**src/rtl/tpc_pkg.sv**
```systemverilog
// Shared definitions for the traffic phase controller: car-light encodings and
// the sequencer state enum.
package tpc_pkg;

   localparam logic [1:0] LIGHT_RED    = 2'b00;
   localparam logic [1:0] LIGHT_YELLOW = 2'b01;
   localparam logic [1:0] LIGHT_GREEN  = 2'b10;

   typedef enum logic [2:0] {
      ST_ALL_RED = 3'd0,
      ST_WALK    = 3'd1,
      ST_FLASH   = 3'd2,
      ST_GREEN   = 3'd3,
      ST_YELLOW  = 3'd4,
      ST_HOLD    = 3'd5
   } tpc_state_e;

endpackage

```
**src/rtl/tick_prescaler.sv**
```systemverilog
// Restartable prescaler: tick is high for one cycle every TICK_DIV cycles,
// counted from the cycle after restart.
module tick_prescaler #(
   parameter int TICK_DIV = 5000
) (
   input  logic clk,
   input  logic reset_n,
   input  logic restart,
   output logic tick
);

   localparam int CW = $clog2(TICK_DIV);

   logic [CW-1:0] cnt;

   assign tick = (cnt == CW'(TICK_DIV - 1));

   always_ff @(posedge clk or negedge reset_n) begin
      if (!reset_n) begin
         cnt <= '0;
      end else if (restart || tick) begin
         cnt <= '0;
      end else begin
         cnt <= cnt + CW'(1);
      end
   end

endmodule

```
**src/rtl/traffic_phase_controller.sv**
```systemverilog
// Round-robin intersection sequencer: all-red, optional walk/flash, green and
// yellow per phase, with latched pedestrian requests and an enable-driven hold.
module traffic_phase_controller
   import tpc_pkg::*;
#(
   parameter int NUM_PHASES = 2,
   parameter int TIME_W     = 6,
   parameter int TICK_DIV   = 5000,
   localparam int PW = ($clog2(NUM_PHASES) > 1) ? $clog2(NUM_PHASES) : 1
) (
   input  logic                    clk,
   input  logic                    reset_n,
   input  logic                    enable,
   input  logic [TIME_W-1:0]       green_time,
   input  logic [TIME_W-1:0]       yellow_time,
   input  logic [TIME_W-1:0]       all_red_time,
   input  logic [TIME_W-1:0]       walk_time,
   input  logic [TIME_W-1:0]       flash_time,
   input  logic [NUM_PHASES-1:0]   ped_req,
   output logic [2*NUM_PHASES-1:0] phase_lights,
   output logic [NUM_PHASES-1:0]   walk,
   output logic [NUM_PHASES-1:0]   ped_flash,
   output logic                    blink,
   output logic [PW-1:0]           active_phase,
   output tpc_state_e              fsm_state
);

   // Last tick index of an interval; a zero-length request still lasts one tick.
   function automatic logic [TIME_W-1:0] span(input logic [TIME_W-1:0] d);
      return (d == '0) ? '0 : d - TIME_W'(1);
   endfunction

   tpc_state_e              state, state_next;
   logic [PW-1:0]           phase_next;
   logic [NUM_PHASES-1:0]   pending, pending_next;
   logic [TIME_W-1:0]       elapsed, limit, interval_next;
   logic                    unsampled, first;
   logic                    tick, expire, transition;
   logic [2*NUM_PHASES-1:0] lights_next;
   logic [NUM_PHASES-1:0]   walk_next, flash_next;
   logic                    blink_next;

   assign fsm_state  = state;
   assign transition = (state_next != state);

   tick_prescaler #(.TICK_DIV(TICK_DIV)) u_prescaler (
      .clk     (clk),
      .reset_n (reset_n),
      .restart (transition),
      .tick    (tick)
   );

   always_comb begin
      state_next = state;
      phase_next = active_phase;
      // The all-red interval right after reset has no entry sample, so it reads the input live.
      expire     = tick && (elapsed == (unsampled ? span(all_red_time) : limit));
      if (!enable) begin
         state_next = ST_HOLD;
      end else begin
         case (state)
            ST_HOLD:    state_next = ST_ALL_RED;
            ST_ALL_RED: if (expire) begin
               if (first || active_phase == PW'(NUM_PHASES - 1)) phase_next = '0;
               else                                             phase_next = active_phase + PW'(1);
               state_next = (pending[phase_next] | ped_req[phase_next]) ? ST_WALK : ST_GREEN;
            end
            ST_WALK:    if (expire) state_next = ST_FLASH;
            ST_FLASH:   if (expire) state_next = ST_GREEN;
            ST_GREEN:   if (expire) state_next = ST_YELLOW;
            ST_YELLOW:  if (expire) state_next = ST_ALL_RED;
            default:    state_next = ST_ALL_RED;
         endcase
      end
   end

   always_comb begin
      interval_next = '0;
      case (state_next)
         ST_ALL_RED: interval_next = all_red_time;
         ST_WALK:    interval_next = walk_time;
         ST_FLASH:   interval_next = flash_time;
         ST_GREEN:   interval_next = green_time;
         ST_YELLOW:  interval_next = yellow_time;
         default:    interval_next = '0;
      endcase
   end

   always_comb begin
      pending_next = pending | ped_req;
      if (transition && state_next == ST_WALK) pending_next[phase_next] = 1'b0;
   end

   always_comb begin
      lights_next = {NUM_PHASES{LIGHT_RED}};
      walk_next   = '0;
      flash_next  = '0;
      blink_next  = 1'b0;
      for (int i = 0; i < NUM_PHASES; i++) begin
         if (PW'(i) == phase_next) begin
            case (state_next)
               ST_WALK:   begin lights_next[2*i +: 2] = LIGHT_GREEN; walk_next[i]  = 1'b1; end
               ST_FLASH:  begin lights_next[2*i +: 2] = LIGHT_GREEN; flash_next[i] = 1'b1; end
               ST_GREEN:  lights_next[2*i +: 2] = LIGHT_GREEN;
               ST_YELLOW: lights_next[2*i +: 2] = LIGHT_YELLOW;
               default:   ;
            endcase
         end
      end
      if (state_next == ST_FLASH) blink_next = (state != ST_FLASH) ? 1'b1 : (tick ? ~blink : blink);
   end

   always_ff @(posedge clk or negedge reset_n) begin
      if (!reset_n) begin
         state        <= ST_ALL_RED;
         active_phase <= '0;
         pending      <= '0;
         elapsed      <= '0;
         limit        <= '0;
         unsampled    <= 1'b1;
         first        <= 1'b1;
         phase_lights <= '0;
         walk         <= '0;
         ped_flash    <= '0;
         blink        <= 1'b0;
      end else begin
         state        <= state_next;
         active_phase <= phase_next;
         pending      <= pending_next;
         phase_lights <= lights_next;
         walk         <= walk_next;
         ped_flash    <= flash_next;
         blink        <= blink_next;
         if (transition) begin
            elapsed   <= '0;
            limit     <= span(interval_next);
            unsampled <= 1'b0;
         end else if (tick && state != ST_HOLD) begin
            elapsed <= elapsed + TIME_W'(1);
         end
         if (transition && state == ST_ALL_RED && state_next != ST_HOLD) first <= 1'b0;
      end
   end

endmodule
```
**config.mk**
```make
export PLATFORM = sky130hd
export DESIGN_NAME = traffic_phase_controller
export DESIGN_NICKNAME = d
export VERILOG_FILES = /design/src/rtl/tpc_pkg.sv /design/src/rtl/tick_prescaler.sv /design/src/rtl/traffic_phase_controller.sv
export SDC_FILE = /design/constraint.sdc
export NUM_CORES = 1
export LEC_CHECK = 0
export BUFFER_PORTS_ARGS = -buffer_cell sky130_fd_sc_hd__buf_2
export CORE_AREA = 2 2 98 62
export DETAILED_ROUTE_END_ITERATION = 10
export DIE_AREA = 0 0 100 64
export PLACE_DENSITY = 0.75
export SKIP_CTS_REPAIR_TIMING = 1
export SLEW_MARGIN = 25
export SYNTH_ARGS = -nofsm -noshare
export SYNTH_HDL_FRONTEND = slang
export SYNTH_SLANG_ARGS = --single-unit
```
**constraint.sdc**
```tcl
create_clock -name clk -period 3.35 [get_ports clk]
set_input_delay 0.1675 -clock clk [delete_from_list [all_inputs] [get_ports clk]]
set_output_delay 0.1675 -clock clk [all_outputs]
set_load 0.005 [all_outputs]
```
# Word level (Yosys, flattened, before mapping)
# Cells that the tools add are included.
dict set report totals {
  out_inout_bits 13
  regBits 42
  in_bits 35
  word_cells 95
}
dict set report classes {
  bitwise 5
  reduce_logical 14
  n_eq_ne 15
  muxes 41
  n_addsub 5
  order_cmp 3
}
# operator count
set ops {}
lappend ops {{6-bit two-way mux} 5}
lappend ops {{6-bit one-hot mux with 5 select lines} 1}
lappend ops {{1-bit two-way mux} 21}
lappend ops {{3-bit two-way mux} 6}
lappend ops {{3-bit one-hot mux with 5 select lines} 1}
lappend ops {{13-bit by 1-bit adder with 13-bit output (second input constant)} 1}
lappend ops {{13-bit == test (second input constant)} 1}
lappend ops {{13-bit two-way mux} 1}
lappend ops {{3-bit by 2-bit == test with 1-bit output (second input constant)} 4}
lappend ops {{6-bit zero test} 2}
lappend ops {{6-bit by 1-bit subtractor with 6-bit output (second input constant)} 2}
lappend ops {{2-bit two-way mux} 4}
lappend ops {{6-bit by 1-bit adder with 6-bit output (second input constant)} 1}
lappend ops {{3-bit by 1-bit == test with 1-bit output (second input constant)} 2}
lappend ops {{3-bit == test (second input constant)} 2}
lappend ops {{6-bit == test} 1}
lappend ops {{1-bit logical AND} 6}
lappend ops {{3-bit zero test} 2}
lappend ops {{3-bit by 2-bit inequality test with 1-bit output (second input constant)} 2}
lappend ops {{3-bit inequality test (second input constant)} 2}
lappend ops {{1-bit by 2-bit less-than comparator with 1-bit output (second input constant)} 2}
lappend ops {{2-bit one-hot mux with 2 select lines} 1}
lappend ops {{3-bit inequality test} 1}
lappend ops {{3-bit OR reduction} 1}
lappend ops {{other kinds (10)} 11}

# Logic depth before layout (Yosys ltp)
dict set report logic_depth {
  depth_word 19
  ltp_mapped 15
  depth_no_buf 14
}

# By module
# From an unflattened synthesis, not the netlist that was laid out.
dict set report hier_totals {
  cells_unflattened 327
  hier_area_um2 2867.8
}
# mod seq_area_each_um2 instances cells_per_inst area_each_um2
set modules_own_cells {}
lappend modules_own_cells {traffic_phase_controller 728.2 1 263 2207.1}
lappend modules_own_cells {tick_prescaler 325.3 1 64 660.6}

# Worst setup path after synthesis
# Ideal clock, no wire load.
dict set report synth_timing {
  path_type {flip-flop to flip-flop}
  startpoint {register u_prescaler.cnt[0]}
  endpoint {register limit[5]}
  setup_time_ns 0.082
  period_less_slack_ns 3.597
  t_required_ns 3.268
  slack_ns -0.247
  stages_incl_launch_ff 14
  path_buffers 1
  arrival_time_ns 3.515
  cell_sequence {dfrtp_1 ha_1 or4b_1 nor3_4 o21ai_2 a2111oi_4 nand3_2 xnor2_1 nand2b_1 buf_4 o211a_1 ha_1 or4_1 a31oi_1}
}
dict set report synth_between {
  elab_chain_cells 9
  word_cells_on_any_way 19
  cone_classes {1 x add/sub; 6 x eq/ne; 9 x mux; 3 x reduce/logical}
}
# element line
set synth_lines {}
lappend synth_lines {{start, declared} tick_prescaler.sv:14} ;# logic [CW-1:0] cnt;
lappend synth_lines {{start signal, assigned} tick_prescaler.sv:24} ;# cnt <= cnt + CW'(1);
lappend synth_lines {{13-bit == test (*)} tick_prescaler.sv:16} ;# assign tick = (cnt == CW'(TICK_DIV - 1));
lappend synth_lines {{1-bit logical AND (*)} traffic_phase_controller.sv:57} ;# expire = tick && (elapsed == (unsampled ? span(all_red_time) : limit));
lappend synth_lines {{3-bit two-way mux (on tied branches)} --}
lappend synth_lines {{3-bit one-hot mux with 5 select lines (*)} traffic_phase_controller.sv:61} ;# case (state)
lappend synth_lines {{3-bit two-way mux (*)} traffic_phase_controller.sv:58} ;# if (!enable) begin
lappend synth_lines {{3-bit == test (tied with other cells)} traffic_phase_controller.sv:79} ;# case (state_next)
lappend synth_lines {{6-bit one-hot mux with 5 select lines} traffic_phase_controller.sv:79}
lappend synth_lines {{6-bit by 1-bit subtractor with 6-bit output / 6-bit zero test (equally long branches)} traffic_phase_controller.sv:30} ;# return (d == '0) ? '0 : d - TIME_W'(1);
lappend synth_lines {{6-bit two-way mux} traffic_phase_controller.sv:30}
lappend synth_lines {{end signal, assigned} traffic_phase_controller.sv:136} ;# limit <= span(interval_next);
lappend synth_lines {{end, declared} traffic_phase_controller.sv:36} ;# logic [TIME_W-1:0] elapsed, limit, interval_next;
# Mark *: on every way between the ends. The rest lies on a longest branch, timed or not.
# A chain may end at the register's enable or synchronous reset.

# Final worst setup path
# Ends and elaborated chain as after synthesis.

==> impl_table.tex <==
\begin{tabular}{lr}
\hline
Metric & Value \\
\hline
\multicolumn{2}{l}{\textbf{Synthesis}} \\
\quad Nets in the synthesized netlist & 332 \\
\quad Proportion of register bits with asynchronous set or reset after synthesis & 100.0\% \\
\quad Yosys warning total & 0 \\
\quad Count of mapped cells out of synthesis & 291 \\
\quad Number of synthesized flops with an enable pin & 0 \\
\quad Post-synthesis cell type count & 54 \\
\quad Share of synthesized area occupied by flip-flops and latches & 39.53\% \\
\quad Main flop type after synthesis & dfrtp\_1 \\
\quad Post-synthesis instance area & 2665 um2 \\
\quad Total of flip-flops plus latches after synthesis & 42 \\
\quad Mean post-synth cell area & 9.158 um2 \\
\multicolumn{2}{l}{\textbf{Status}} \\
\quad Outcome & complete, but fails checks \\
\quad Violations in the final reports & negative setup slack \\
\multicolumn{2}{l}{\textbf{Critical path}} \\
\quad Series of cell instances along the critical path & ha\_2 -> or4b\_4 -> nor3\_4 -> o21ai\_2 -> a2111oi\_4 -> buf\_4 -> nand3\_4 -> o22ai\_4 -> buf\_4 -> mux2i\_1 -> o211a\_1 -> inv\_1 -> or4\_4 -> a31oi\_1 \\
\quad Startpoint of the most critical register-to-register path & u\_prescaler.cnt[0] \\
\quad Critical Path Most Common Cell & buf\_4 \\
\quad Crit path arrival time & 3.81 ns \\
\quad CP max stage delay & 0.50 ns \\
\quad Sort of element at the start of the critical path & flip-flop \\
\quad Highest-delay cell along the critical path & or4\_4 \\
\quad Count of cells along the worst register-to-register path & 14 \\
\quad Critical path peak fanout & 7 \\
\quad Critical path data required time & 3.57 ns \\
\quad Startpoint-to-endpoint class of the critical path & reg -> reg \\
\quad Kind of capture point of the worst setup path & flip-flop \\
\quad Setup crit start & u\_prescaler.cnt[0] \\
\multicolumn{2}{l}{\textbf{Hold path}} \\
\quad Worst Hold Path Cells & 3 \\
\quad Worst hold start & ped\_req[1] \\
\quad Min-Delay Path Class & in -> reg \\
\multicolumn{2}{l}{\textbf{Layout}} \\
\quad Total number of nets in the final design & 416 \\
\quad Area of all placed cells without fillers & 3476 um2 \\
\quad Proportion of layout cells with a drive suffix above 1 & 33.24\% \\
\quad ANT cells & 0 \\
\quad Layout overhead on the synthesized area & 30.42\% \\
\quad Final core utilization & 63.60\% \\
\quad Number of filler instances in the final layout & 475 \\
\multicolumn{2}{l}{\textbf{GRT}} \\
\quad Number of antenna violations at the first check in global routing & 0 \\
\quad Via count of the first global-routing pass & 2303 \\
\quad First-pass GRT wire length & 11130 um \\
\quad Final global-route overflow total & 0 \\
\quad Global router's overall resource usage & 22.19\% \\
\quad Largest net degree at the start of global routing & 43 \\
\multicolumn{2}{l}{\textbf{Placed design}} \\
\quad Area after detailed placement & 3274 um2 \\
\quad Gpl congestion & 0.8840 \\
\quad Detailed Place HPWL & 5218 um \\
\quad Input/output buffers & 47 \\
\quad DP Worst Slack & -0.2679 ns \\
\multicolumn{2}{l}{\textbf{Clock network}} \\
\quad Clock latency at the later pin of the worst-skew pair & 0.29 ns \\
\quad Number of buffers inserted during clock tree synthesis & 5 \\
\quad Max Buffers Root-to-Sink & 2 \\
\quad Number of H-tree branching levels & 2 \\
\quad Clock-pin slew on the worst setup and hold paths & 0.08 ns \\
\quad Clock tree root buffer cell & clkbuf\_8 \\
\quad Count of clock tree sinks & 42 \\
\quad CTS tree & built \\
\multicolumn{2}{l}{\textbf{Drt}} \\
\quad Routed WL per cell & 15.20 um \\
\quad Vias per inst & 5.542 \\
\quad Total number of vias & 2466 \\
\quad Iter 0 DRT Violations & 140 \\
\quad Pre-antenna DRT Iters & 5 \\
\quad Total wire length after detailed routing & 6764 um \\
\quad Final routed DRC violation total & 0 \\
\quad Final ANT Viol Nets & 0 \\
\multicolumn{2}{l}{\textbf{STA}} \\
\quad Unrepaired setup endpoints after global routing & true \\
\quad Final sum of negative setup slack & -0.9620 ns \\
\quad Share of the clock period used by the worst path after layout & 107.0\% \\
\quad Number of failing setup endpoints in the final timing report & 6 \\
\quad Post-layout minimum cycle time & 3.585 ns \\
\quad Slew at the pin with the worst max-slew slack & 0.6593 ns \\
\quad Relative slew margins & 55.78\% \\
\quad Max-slew violation count & 0 \\
\quad Final hold vios & 0 \\
\quad Max Freq & 278.9 MHz \\
\quad Maximum clock skew at final layout & 0.008974 ns \\
\quad Setup ws final & -0.2352 ns \\
\multicolumn{2}{l}{\textbf{Floorplan}} \\
\quad Die Span X & 100 um \\
\quad Top-level I/O count & 48 \\
\quad Number of placement rows & 21 \\
\quad Core Area & 5465 um2 \\
\quad Die height & 64 um \\
\quad Full die area & 6400 um2 \\
\quad Initial Util & 48.76\% \\
\multicolumn{2}{l}{\textbf{Power}} \\
\quad Total Power & 1.217 mW \\
\quad P per Cell Area & 350.2 nW/um2 \\
\quad Maximum vdd ir drop & 0.2423 mV \\
\quad Standby leakage power & 1.598 nW \\
\multicolumn{2}{l}{\textbf{Flow run}} \\
\quad Count of maximum capacitance violations & 0 \\
\hline
\end{tabular}
per-stage QoR:
step                      instances  hold slack (ns)
after CTS                       439          0.03624
after floorplan                 291          -0.1281
after global placement          431           0.3531
after global routing            445           0.1504
after detailed placement        431           0.3541
final                           445           0.1466
report_power, final:
part / switching [mW] / internal, mW / total [mW]
Combinational: 0.179 / 0.152 / 0.331
Sequential: 0.0262 / 0.539 / 0.565
Clock: 0.174 / 0.147 / 0.321
layout by cell type (no fill, tap or decap), drive strengths merged, types with 3 or more instances in the layout:
cell / n
ha: 6
inv: 16
a22o: 3
o211a: 5
and2: 5
or3: 3
xor2: 14
and3: 4
nand2b: 4
o211ai: 3
o21ai: 9
nor2: 45
nor3: 6
xnor2: 13
nand4: 3
buf: 88
o31ai: 3
a31oi: 9
clkbuf: 6
nand3: 15
mux2i: 11
dfrtp: 40
nor2b: 6
o22ai: 4
a32oi: 4
a21oi: 5
nand2: 17
critical path, delay by kind of cell, from the launching register on:
family	cells	cell delay, ns
AND/OR/NAND/NOR	4	1.28
AO/OA/AOI/OAI	5	1.04
buffers and inverters	3	0.44
flip-flops	1	0.36
multiplexers	1	0.20
adder cells (fa/ha/maj)	1	0.18
cells by family (layout without fill, tap and decap cells):
logic type,after synthesis,in the layout,share of synthesized area [%]
and+or+nand+nor,119,119,23.10
AOI/OAI and AO/OA,57,57,16.29
DFF,42,42,39.53
xor gates and xnor gates,28,28,9.718
buffers and inverters,28,113,4.413
muxes,11,11,4.132
adders and majority gates,6,6,2.817
final cells by class:
class	instances	area, um2	share of cell area [%]
sequential	42	1054	30.31
multi-input combinational	221	1618	46.54
clock buffer	6	72.57	2.088
clock inverter	2	13.76	0.3960
inverter	16	60.06	1.728
timing repair buffer	89	571.8	16.45
tap	69	86.33	2.484
registers in the layout (all words and copies together) (netlist names), 2 cells and up:
register and flops:
u_prescaler.cnt 13, elapsed 6, limit 6, phase_lights 4, fsm_state 3, ped_flash 2, pending 2, walk 2
worst paths after layout:
path	to	slack [ns]
hold reg to reg	first	0.49
setup reg to reg	limit[5]	-0.24
hold / removal	pending[1]	0.15
max in group asynchronous	unsampled	2.58
setup / recovery	limit[5]	-0.24
min in group asynchronous	blink	0.38
cell usage after synthesis, drive strengths merged, types with 2 or more instances:
cell type	instances	area [um2]
a211oi	2	15.01
a21oi	5	25.02
a22o	3	26.28
a311oi	2	17.52
a31oi	9	56.30
a32oi	4	35.03
and2	5	31.28
and3	4	25.02
and4	2	17.52
buf	3	23.77
clkbuf	9	33.78
dfrtp	40	1001
dfstp	2	52.55
ha	6	75.07
inv	16	60.06
mux2i	11	110.1
nand2	17	63.81
nand2b	4	25.02
nand3	15	85.08
nand4	3	18.77
nor2	45	168.9
nor2b	6	37.54
nor3	6	46.30
nor4	2	12.51
o211a	5	50.05
o211ai	3	22.52
o21ai	9	48.80
o22ai	4	25.02
o31ai	3	22.52
or3	3	18.77
or4	2	15.01
or4b	2	23.77
xnor2	13	113.9
xor2	14	122.6
layer usage:
layer | global-route usage, % | up-vias | share of wire (%)
met4 | 4.110 | 0 | 0.33
met3 | 5.142 | 4 | 6.6
met1 | 33.08 | 1166 | 49
li1 | - | 1204 | -
met5 | 0 | - | 0
met2 | 33.19 | 92 | 44
Power figures use the tool's default switching activity.
